[src/rtl/id_ex_pipeline_reg_pkg.sv]
// ---------------------------------------------------------------------------
// id_ex_pipeline_reg_pkg
//   Shared pipeline definitions for the ID/EX stage: control-word width and
//   bit positions, ALUOp encodings and the NOP control word.
//   Control packing (MSB..LSB):
//     {RegDst, ALUSrc, ALUOp[2:0], MemRead, MemWrite, RegWrite, MemToReg}
// ---------------------------------------------------------------------------
package id_ex_pipeline_reg_pkg;

  localparam int CTRL_W = 9;

  localparam int CTRL_REGDST   = 8;
  localparam int CTRL_ALUSRC   = 7;
  localparam int CTRL_ALUOP_HI = 6;
  localparam int CTRL_ALUOP_LO = 4;
  localparam int CTRL_MEMREAD  = 3;
  localparam int CTRL_MEMWRITE = 2;
  localparam int CTRL_REGWRITE = 1;
  localparam int CTRL_MEMTOREG = 0;

  localparam logic [2:0] ALUOP_ADD    = 3'b000;
  localparam logic [2:0] ALUOP_SUB    = 3'b001;
  localparam logic [2:0] ALUOP_RTYPE  = 3'b010;
  localparam logic [2:0] ALUOP_AND    = 3'b011;
  localparam logic [2:0] ALUOP_OR     = 3'b100;
  localparam logic [2:0] ALUOP_SLT    = 3'b101;

  localparam logic [CTRL_W-1:0] CTRL_NOP = '0;

endpackage

[src/rtl/id_ex_pipeline_reg_hazard_detect_unit.sv]
// ---------------------------------------------------------------------------
// hazard_detect_unit
//   Combinational load-use detection. A stall is raised when the instruction
//   in EX is a load whose destination (Rt) is a register actually read by the
//   instruction in ID. Register 0 never hazards.
// Ports
//   ex_mem_read  in   1       MemRead of the instruction in EX
//   ex_rt        in   REG_AW  load destination in EX
//   id_rs/id_rt  in   REG_AW  source specifiers in ID
//   id_uses_rs/rt in  1       ID instruction really reads Rs / Rt
//   stall        out  1       load-use hazard present
// ---------------------------------------------------------------------------
module hazard_detect_unit #(
  parameter int REG_AW = 5
) (
  input  logic              ex_mem_read,
  input  logic [REG_AW-1:0] ex_rt,
  input  logic [REG_AW-1:0] id_rs,
  input  logic [REG_AW-1:0] id_rt,
  input  logic              id_uses_rs,
  input  logic              id_uses_rt,
  output logic              stall
);

  logic rs_match;
  logic rt_match;

  always_comb begin
    rs_match = id_uses_rs && (id_rs == ex_rt);
    rt_match = id_uses_rt && (id_rt == ex_rt);
    stall    = ex_mem_read && (ex_rt != '0) && (rs_match || rt_match);
  end

endmodule

[src/rtl/id_ex_pipeline_reg.sv]
// ---------------------------------------------------------------------------
// id_ex_pipeline_reg
//   ID/EX pipeline register with load-use stall, flush bubbling and WB
//   write-through bypass of the register-file read data.
// Ports
//   clk, rst_n                 clock, asynchronous active-low reset
//   id_rd1/id_rd2/id_imm       ID operands and sign-extended immediate
//   id_rs/id_rt/id_rd          ID register specifiers
//   id_uses_rs/id_uses_rt      ID instruction reads Rs / Rt
//   id_ctrl                    ID control word (see package for packing)
//   flush                      kill the instruction currently in ID
//   MEM_WB_RegWrite/Rd/Data    write-back port, bypassed into A/B
//   ID_EX_A/B/Imm              registered operands
//   ID_EX_Rs/Rt/Rd             registered specifiers (forwarding unit)
//   ID_EX_Ctrl                 registered control
//   pc_write/if_id_write       0 = hold PC / IF/ID this cycle
//   bubble_count               saturating count of inserted bubbles
// ---------------------------------------------------------------------------
module id_ex_pipeline_reg
  import id_ex_pipeline_reg_pkg::*;
#(
  parameter int DATA_W = 32,
  parameter int REG_AW = 5,
  parameter int CNT_W  = 16
) (
  input  logic              clk,
  input  logic              rst_n,
  input  logic [DATA_W-1:0] id_rd1,
  input  logic [DATA_W-1:0] id_rd2,
  input  logic [DATA_W-1:0] id_imm,
  input  logic [REG_AW-1:0] id_rs,
  input  logic [REG_AW-1:0] id_rt,
  input  logic [REG_AW-1:0] id_rd,
  input  logic              id_uses_rs,
  input  logic              id_uses_rt,
  input  logic [CTRL_W-1:0] id_ctrl,
  input  logic              flush,
  input  logic              MEM_WB_RegWrite,
  input  logic [REG_AW-1:0] MEM_WB_Rd,
  input  logic [DATA_W-1:0] MEM_WB_Data,
  output logic [DATA_W-1:0] ID_EX_A,
  output logic [DATA_W-1:0] ID_EX_B,
  output logic [DATA_W-1:0] ID_EX_Imm,
  output logic [REG_AW-1:0] ID_EX_Rs,
  output logic [REG_AW-1:0] ID_EX_Rt,
  output logic [REG_AW-1:0] ID_EX_Rd,
  output logic [CTRL_W-1:0] ID_EX_Ctrl,
  output logic              pc_write,
  output logic              if_id_write,
  output logic [CNT_W-1:0]  bubble_count
);

  function automatic logic [CNT_W-1:0] sat_inc(input logic [CNT_W-1:0] v);
    if (v == '1) sat_inc = v;
    else         sat_inc = v + 1'b1;
  endfunction

  // Register 0 is hardwired, so a write to it must never be bypassed.
  function automatic logic [DATA_W-1:0] wb_bypass(
    input logic [DATA_W-1:0] rf_data,
    input logic [REG_AW-1:0] src,
    input logic              wb_we,
    input logic [REG_AW-1:0] wb_rd,
    input logic [DATA_W-1:0] wb_data
  );
    if (wb_we && (wb_rd != '0) && (wb_rd == src)) wb_bypass = wb_data;
    else                                            wb_bypass = rf_data;
  endfunction

  logic              stall;
  logic              bubble_p0;
  logic [DATA_W-1:0] a_p0;
  logic [DATA_W-1:0] b_p0;

  hazard_detect_unit #(
    .REG_AW (REG_AW)
  ) u_hazard_detect_unit (
    .ex_mem_read (ID_EX_Ctrl[CTRL_MEMREAD]),
    .ex_rt       (ID_EX_Rt),
    .id_rs       (id_rs),
    .id_rt       (id_rt),
    .id_uses_rs  (id_uses_rs),
    .id_uses_rt  (id_uses_rt),
    .stall       (stall)
  );

  // ID stage: flush overrides the stall, so the front end keeps moving to
  // fetch the branch target while the killed instruction becomes a bubble.
  always_comb begin
    bubble_p0   = flush || stall;
    pc_write    = flush || !stall;
    if_id_write = flush || !stall;
    a_p0        = wb_bypass(id_rd1, id_rs, MEM_WB_RegWrite, MEM_WB_Rd, MEM_WB_Data);
    b_p0        = wb_bypass(id_rd2, id_rt, MEM_WB_RegWrite, MEM_WB_Rd, MEM_WB_Data);
  end

  // ID -> EX boundary
  always_ff @(posedge clk or negedge rst_n) begin
    if (!rst_n) begin
      ID_EX_A      <= '0;
      ID_EX_B      <= '0;
      ID_EX_Imm    <= '0;
      ID_EX_Rs     <= '0;
      ID_EX_Rt     <= '0;
      ID_EX_Rd     <= '0;
      ID_EX_Ctrl   <= CTRL_NOP;
      bubble_count <= '0;
    end else begin
      // Data fields are don't-care inside a bubble, so they load every cycle.
      ID_EX_A   <= a_p0;
      ID_EX_B   <= b_p0;
      ID_EX_Imm <= id_imm;
      if (bubble_p0) begin
        ID_EX_Ctrl   <= CTRL_NOP;
        ID_EX_Rs     <= '0;
        ID_EX_Rt     <= '0;
        ID_EX_Rd     <= '0;
        bubble_count <= sat_inc(bubble_count);
      end else begin
        ID_EX_Ctrl <= id_ctrl;
        ID_EX_Rs   <= id_rs;
        ID_EX_Rt   <= id_rt;
        ID_EX_Rd   <= id_rd;
      end
    end
  end

endmodule

[config.mk]
export PLATFORM = sky130hd
export DESIGN_NAME = id_ex_pipeline_reg
export DESIGN_NICKNAME = d
export VERILOG_FILES = /design/src/rtl/id_ex_pipeline_reg_pkg.sv /design/src/rtl/id_ex_pipeline_reg_hazard_detect_unit.sv /design/src/rtl/id_ex_pipeline_reg.sv
export SDC_FILE = /design/constraint.sdc
export NUM_CORES = 1
export LEC_CHECK = 0
export CORE_MARGIN = 8
export CORE_UTILIZATION = 35
export CTS_BUF_LIST = sky130_fd_sc_hd__clkbuf_2
export DETAILED_ROUTE_END_ITERATION = 10
export PLACE_DENSITY_LB_ADDON = 0.12
export REMOVE_ABC_BUFFERS = 1
export SETUP_SLACK_MARGIN = 0.2
export SLEW_MARGIN = 20
export SYNTH_ARGS = -nofsm -noshare
export SYNTH_HDL_FRONTEND = slang
export SYNTH_SLANG_ARGS = --single-unit
[constraint.sdc]
create_clock -name clk -period 1.9 [get_ports clk]
set_input_delay 0.285 -clock clk [delete_from_list [all_inputs] [get_ports clk]]
set_output_delay 0.285 -clock clk [all_outputs]
set_load 0.05 [all_outputs]
* Word-level counts from Yosys, hierarchy flattened
Cells that the tools add are included.
Word-level totals: flip-flop bits (word level) 136, input port bits 163, output and inout bits 138, logic and storage cells 35
Operators by class: add/subtract/negate cells 1, equal/unequal tests 5, muxes and demuxes 6, bitwise operators 1, reduce and logical (&&, ||, !) cells 14
Operators with widths (count):
- 2-to-1 mux 32 bit | 2
- equality test 5 bit | 4
- adder 16 x 1 -> 16 bit, second input constant | 1
- equality test 16 bit, second input constant | 1
- 2-to-1 mux 5 bit | 3
- nonzero test 5 bit | 2
- 2-to-1 mux 9 bit | 1
- logical AND 1 bit | 7
- logical OR 1 bit | 3
- AND reduction 2 bit | 1
- zero test 1 bit | 1
- inverter 1 bit | 1

* Depth between registers and ports, before layout
word-level depth 6, gate-level depth with buffers 8, gate-level depth less buffers 7

* Cells and area by module
A second synthesis with hierarchy kept.
Second synthesis, totals: cells, all modules 323, area total of the unflattened synthesis 5278.8 µm²
By module, submodules not included:
- id_ex_pipeline_reg | instances 1, cells an instance 306, area an instance 5144.9 µm², seq. area each 3403.3 µm²
- hazard_detect_unit | instances 1, cells an instance 17, area an instance 133.9 µm², seq. area each 0.0 µm²

* Worst setup path after synthesis
Ideal clock, no wire load.
path kind register to output, from register ID_EX_Rt[1], to output pc_write, arrival 2121 ps, data required time 1615 ps, setup slack -506 ps, stages on the path, launching flop included 6, buffers on the path 1, path through dfrtp_1 -> xnor2_1 -> nand4_1 -> o22ai_1 -> nand3_1 -> buf_4
Between the ends: cells in the longest elaborated chain, start to end 6, elaborated cells between the ends (all ways) 10, those cells by class eq/ne (2); reduce/logical (8)
Ends and longest elaborated chain:
- from (decl) | RTL line id_ex_pipeline_reg.sv:45 | output logic [REG_AW-1:0] ID_EX_Rt,
- from (signal assigned) | RTL line id_ex_pipeline_reg.sv:122 | ID_EX_Rt <= id_rt;
- equality test 5 bit, on equally long branches | RTL line id_ex_pipeline_reg_hazard_detect_unit.sv:29, id_ex_pipeline_reg_hazard_detect_unit.sv:30
- logical AND 1 bit, on equally long branches | RTL line id_ex_pipeline_reg_hazard_detect_unit.sv:29, id_ex_pipeline_reg_hazard_detect_unit.sv:30
- logical OR 1 bit | RTL line id_ex_pipeline_reg_hazard_detect_unit.sv:31 | stall = ex_mem_read && (ex_rt != '0) && (rs_match || rt_match);
- logical AND 1 bit (*) | RTL line id_ex_pipeline_reg_hazard_detect_unit.sv:31
- zero test 1 bit (*)
- logical OR 1 bit (*)
- to (decl) | RTL line id_ex_pipeline_reg.sv:48 | output logic pc_write,
Mark *: on every way between the ends. The rest lies on a longest branch, timed or not.

* Worst setup path in the final report
from register ID_EX_Rt[1], to output pc_write
Between the ends: cells in the longest elaborated chain, start to end 6, elaborated cells between the ends (all ways) 10, those cells by class eq/ne (2); reduce/logical (8)
Ends and longest elaborated chain:
- equality test 5 bit, on equally long branches | RTL line id_ex_pipeline_reg_hazard_detect_unit.sv:29, id_ex_pipeline_reg_hazard_detect_unit.sv:30
- logical AND 1 bit, on equally long branches | RTL line id_ex_pipeline_reg_hazard_detect_unit.sv:29, id_ex_pipeline_reg_hazard_detect_unit.sv:30
- logical OR 1 bit | RTL line id_ex_pipeline_reg_hazard_detect_unit.sv:31
- logical AND 1 bit (*) | RTL line id_ex_pipeline_reg_hazard_detect_unit.sv:31
- zero test 1 bit (*) | RTL line id_ex_pipeline_reg.sv:91 | pc_write = flush || !stall;
- logical OR 1 bit (*) | RTL line id_ex_pipeline_reg.sv:91
Marked as above.

==> impl_metrics.json <==
{
  "tritoncts": "built",
  "commonest_non_fill_non_tap_cells_in_the_layout": "161 x clkdlybuf4s50_1, 133 x dfrtp_1, 99 x buf_4",
  "cts_made_buffers": 17,
  "grt_pass1_vias": 4680,
  "global_route_wire_length_before_repair_microns": 27500,
  "netlist_area_sq_um": 5062,
  "avg_synthesized_cell_area_sq_um": 15.62,
  "power.leakage_nw": 4.269,
  "post_drt_wl_per_cell_microns": 20.19,
  "synth_top_cell_by_area": "dfrtp_1",
  "area_growth_pct": 88.06,
  "initial_core_util": 0.3537,
  "route.detailed.drc": 0,
  "antenna_found_initial": 1,
  "power.ir.vdd_worst_mv": 0.8362,
  "cellPowerDensity_nw_per_um2": 793.9,
  "detailedRoute.firstPassIterationCount": 4,
  "worst_slew_margin_rel": 0.6831,
  "clkSinkCount": 136,
  "post_drt_via_cell_ratio": 4.468,
  "cell_by_cell_listing_of_the_critical_path": "buf_6 > xnor2_2 > nand4_1 > o22ai_1 > buf_4 > buf_6 > nand3_4 > buf_8",
  "cp.buffers_inverters": 4,
  "hold_violations": 0,
  "crit_path_max_fanout": 3,
  "globalRouteOverflowTotal": 0,
  "startpoint": "ID_EX_Rt[1]$_DFF_PN0_",
  "grt_util_all_layers": 0.1994,
  "final_cell_area_sq_um": 9520,
  "die_x_microns": 136.3,
  "synth_seq_area_share": 0.6723,
  "timing.critical_path.max_delay_family": "buffers and inverters",
  "cap_violations": 0,
  "grt_start_max_net_pins": 64,
  "port_buffer_count": 300,
  "cell_with_the_largest_stage_delay_on_the_worst_path": "dfrtp_1",
  "layout.core_utilization": 0.6651,
  "ff2ff_path_depth": 14,
  "cp_peak_stage_delay_ns": 0.43,
  "clkTransAtPathRegs_ns": 0.19,
  "reg2reg_setup_slack_ns": -0.59,
  "layout.cells.most_common": "clkdlybuf4s50_1",
  "yosys_register_bits": 136,
  "number_of_instances_in_the_synthesized_netlist": 324,
  "setup_repair_after_global_routing_missed_its_margin": "yes",
  "final.hold.worst_slack_ns": 0.1039,
  "worst_path_most_repeated_cell": "buf_6",
  "fp-row-count": 44,
  "timing.final.setup_violations": 42,
  "route.final.wire_length_microns": 18680,
  "period_share": 1.323,
  "failing_checks": "negative setup slack",
  "synth_top_cells_by_area": "dfrtp_1 67%, mux2_2 14%, and2_1 3.0%",
  "final_nets": 892,
  "drive_above_1_share": 0.4514,
  "clock_tree.htree_level_count": 4,
  "finalWeightedCongestion": 0.8064,
  "fp.dieArea_sq_um": 18570,
  "worstReg2RegEnd": "ID_EX_Rt[4]$_DFF_PN0_",
  "initialDrtViolationCount": 133,
  "final_cells": 925,
  "place_inst": 830,
  "critical_path.startpoint_type": "flop",
  "post_detailed_placement_cell_area_sq_um": 8431,
  "cp_data_required_time_ns": 1.62,
  "io_pins": 301,
  "worst_hold_path_type": "primary input to asynchronous set/reset pin",
  "synth_largest_type_area_fraction": 0.6723,
  "worst_slew_pin_slew_ns": 0.4753,
  "clock_insertion_delay_worst_skew_ns": 0.69,
  "post-route-worst-setup-slack_ns": -0.6128,
  "setup.worst_path.end_class": "primary output",
  "clock_skew_ns": 0.02248,
  "slew_viol_final": 0,
  "num_vias": 4133,
  "status": "finished, violations left",
  "r2r-start": "ID_EX_Rt[2]$_DFF_PN0_",
  "yosysWarningCount": 0,
  "final.min_clock_period_ns": 2.513,
  "final_antenna_net_count": 0,
  "netlist-cell-type-count": 34,
  "hpwl_microns": 13660,
  "clk_root_buffer_cell": "clkbuf_2",
  "timing.fmax_mhz": 398.0,
  "core_area_sq_um": 14310,
  "clock_path_buffers": 2,
  "worstPathArrival_ns": 2.23,
  "fp.dieH_microns": 136.3,
  "worst-setup-path-type": "flop to primary output"
}
state kept, by name, summed over array words and instances, names as in the netlist:
register,count
ID_EX_A,32
ID_EX_Imm,32
bubble_count,16
ID_EX_Rt,5
ID_EX_B,32
ID_EX_Rs,5
ID_EX_Ctrl,9
ID_EX_Rd,5
through the flow:
| step | TNS [ns] | total power, mW | worst slack [ns] |
|---|---|---|---|
| after detailed placement | -32.19 | 5.571 | -0.4217 |
| after global placement | -31.53 | 5.546 | -0.3990 |
| after CTS | -21.90 | 7.492 | -0.7084 |
| after floorplan | -32.02 | 4.434 | -0.5057 |
| final | -21.44 | 7.558 | -0.6128 |
| after global routing | -23.58 | 7.903 | -0.7597 |
area by class of cell:
cell class                 count  area, sq um
tap                          184        230.2
clock inverter                12        110.1
fill                        1086         4793
inverter                       2        7.507
sequential                   136         3407
clock buffer                  19        95.09
timing repair buffer         397         3950
multi-input combinational    174         1718
antenna                        1        2.502
repair_timing:
action / CTS / global route
gates cloned: 2 / 1
gates resized for setup: 672 / 151
setup endpoints to repair: 167 / 136
buffers inserted: 25 / 1
pin swaps: 12 / 12
endpoints found under the hold margin: 168 / 0
hold buffers: 34 / 0
cell usage after synthesis (all sizes together):
cell type,instances
dfrtp,136
mux2,67
and2,24
xnor2,16
xor2,13
buf,12
nand2,7
nand3,7
nor3,5
a21oi,4
a31oi,4
and3,4
nand4,3
nor4,3
nor4b,3
inv,2
nand2b,2
nor2,2
nor3b,2
o21ai,2
or4,2
a41oi,1
ha,1
o22ai,1
o2bb2ai,1
per-layer routing:
layer / wire length, microns / vias up / share of wire / GRT usage
met5: 0 / - / 0 / 0
met4: 301 / 0 / 0.016 / 0.06833
met3: 1757 / 21 / 0.094 / 0.07687
met2: 10060 / 182 / 0.54 / 0.3586
met1: 6558 / 2007 / 0.35 / 0.2080
li1: - / 1923 / - / -
power breakdown:
group          internal, mW  switching (mW)  leakage [nW]
clock network         0.578            1.02         0.129
registers              3.12           0.134          1.63
logic                  1.27            1.43          2.51
kinds of logic after synthesis:
| family | after synthesis | share of synthesized area |
|---|---|---|
| multiplexers | 67 | 0.1498 |
| adder cells (fa/ha/maj) | 1 | 0.002471 |
| XOR/XNOR | 29 | 0.05017 |
| flip-flops | 136 | 0.6723 |
| AO/OA/AOI/OAI | 13 | 0.01854 |
| buffers and inverters | 14 | 0.02398 |
| AND/OR/NAND/NOR | 64 | 0.08280 |
worst reg2reg max path, delay by kind of cell, from the launching register on:
family	cells	cell delay, ns
AOI/OAI and AO/OA	2	0.27
buffers and inverters	10	1.08
DFF	1	0.42
and+or+nand+nor	2	0.67
how the worst max path moves through the flow:
stage	cells past startpoint	end
2_1_floorplan	4	if_id_write
3_3_place_gp	6	ID_EX_B[20]$_DFF_PN0_
3_5_place_dp	6	ID_EX_B[8]$_DFF_PN0_
4_1_cts	6	pc_write
5_1_grt	8	pc_write
6_report	8	pc_write
Power figures use the tool's default switching activity.
==> patch (same flow settings) <==
Make the reset (`rst_n`) synchronous in one clocked block. Comments in the files are not updated.
--- a/src/rtl/id_ex_pipeline_reg.sv
+++ b/src/rtl/id_ex_pipeline_reg.sv
@@ -97,3 +97,3 @@
   // ID -> EX boundary
-  always_ff @(posedge clk or negedge rst_n) begin
+  always_ff @(posedge clk) begin
     if (!rst_n) begin
Formal check against the unedited RTL: differs if rst_n is asserted again (counterexample within 4 cycles, from zero or initial values and one cycle with rst_n low); with rst_n held inactive, the same outputs for 10 cycles.
==> patch against the unedited design <==
The flow still finishes with violations (setup timing). Wire length is 4.6% higher. Sequential cell count stayed put. Synthesized area decreased by 4.1%. Cell area fell by 9.0%. Sequential power decreased by 7.1%. Clock power rose by 22%. Fmax increased by 2.1%. Setup slack improved by 51 ps. Total power shrank 15%. Critical path type unchanged. Critical endpoint is now if_id_write. Largest power group unchanged.
==> patch: results (changes against the unedited design) <==
[status]
status = complete, but fails checks  ; unchanged
violations = setup timing  ; unchanged

[global_route]
grtUsageTotal_pct = 20.44  ; was 19.94%
grt_pass1_vias = 4883  ; was 4,680
antenna_found_initial = 0  ; was 1
grt_max_degree = 68  ; was 64

[place]
dp_hpwl_um = 14330  ; was 13,660 um
dp_slack_ps = -476.8  ; was -421.7 ps
gp_congestion = 0.7977  ; was 0.8064

[min_path]
min_path_type = primary input to register  ; was primary input to async pin

[synthesis]
synth.top_cells.by_count = dfxtp_1 (136), mux2i_1 (68), nor2_1 (65)  ; was dfrtp_1 (136), mux2_2 (61), and2_1 (24)
ys_seq_area_share_pct = 56.10  ; was 67.23%
async_reset_ff_share_pct = 0  ; was 100.0%
synth_top_flop_cell = dfxtp_1  ; was dfrtp_1
synth_compound_area_share_pct = 3.403  ; was 1.854%
synthXorXnorAreaFrac_pct = 3.609  ; was 5.017%
synth_mux_area_share_pct = 14.02  ; was 14.98%
synth_fa_ha_area_share_pct = 0.2578  ; was 0.2472%
synth_area_leaders = dfxtp_1 (56%), mux2i_1 (14%), nor2_1 (5.0%)  ; was dfrtp_1 (67%), mux2_2 (14%), and2_1 (3.0%)

[sta]
setup_violations = 42  ; unchanged
fin_ws_ps = -561.8  ; was -612.8 ps
slew_headroom_pct = 60.64  ; was 68.31%

[pwr]
peakVddDrop_uv = 501.8  ; was 836.2 uV
p_leak_nw = 3.648  ; was 4.269 nW

[cts]
path_clk_slew_ps = 210  ; was 190 ps

[layout]
fin_nets = 968  ; was 892
drive_gt1_share_pct = 33.66  ; was 45.14%
num-fill-cells = 1144  ; was 1,086
num_antenna_cells = 0  ; was 1

[detailed_routing]
routed_wl_um = 19540  ; was 18,680 um
drtIter0Drc = 222  ; was 133
vias = 4690  ; was 4,133

[setup_path]
startpoint = ID_EX_Rt[4]  ; was ID_EX_Rt[1]
arrival_ps = 2180  ; was 2230 ps
worstPathMaxFanout = 2  ; was 3
r2r_start = ID_EX_Rt[4]  ; was ID_EX_Rt[2]

[patch: metal layers]
layer / GRT usage [%] / wire, um
met1: 20.40 / 7155
met2: 36.33 / 9870
met3: 9.864 / 2125
met4: 6.925 / 386
met5: 0 / 0
[patch: repair_timing]
item / CTS / global route
hold buffers: 1 / 0
resized for setup: 699 / 117
hold endpoints to repair: 16 / 0
gates cloned: 0 / 5
pin swaps: 2 / 27
setup buffers: 5 / 5
setup endpoints to repair: 176 / 108
[patch: cell type report]
type	instances	area [um^2]	share of cell area (%)
Sequential cell	136	2765	31.91
Timing Repair Buffer	347	3161	36.48
Clock inverter	13	178.9	2.065
Tap cell	180	225.2	2.599
Clock buffer	19	95.09	1.097
Inverter	4	15.01	0.1733
Multi-Input combinational cell	298	2225	25.68
[patch: critical path, stage by stage (launching register included)]
cell	delay, ps
dfxtp_2	370
or4_4	530
o21a_1	210
nand3b_1	170
buf_6	190
[patch: final timing paths]
kind | endpoint | slack (ps) | cells after the start
setup / recovery | if_id_write | -560 | 4
hold / removal | ID_EX_Rd[4] | 140 | 2
setup reg to reg | ID_EX_Rs[2] | -300 | 9
hold reg to reg | bubble_count[1] | 510 | 2
[patch: power by group]
part	switching [W]	internal [W]
Sequential	0.0000437	0.00299
Combinational	0.000839	0.000641
Clock	0.00107	0.000868
Total	0.00195	0.00449
[patch: per-stage QoR]
stage               hold WS (ps)  cells  cell area [um^2]  TNS [ps]  power (W)
finish                     141.3    997              8665    -10830   0.006448
global route               50.38    997              8665    -12700   0.006715
CTS                        52.17    987              8144     -2833   0.006424
detailed placement         495.9    949              8185    -41080   0.004555
global placement           485.8    949              8185    -40640   0.004539
floorplan                  406.7    438              4725   -137110   0.003796
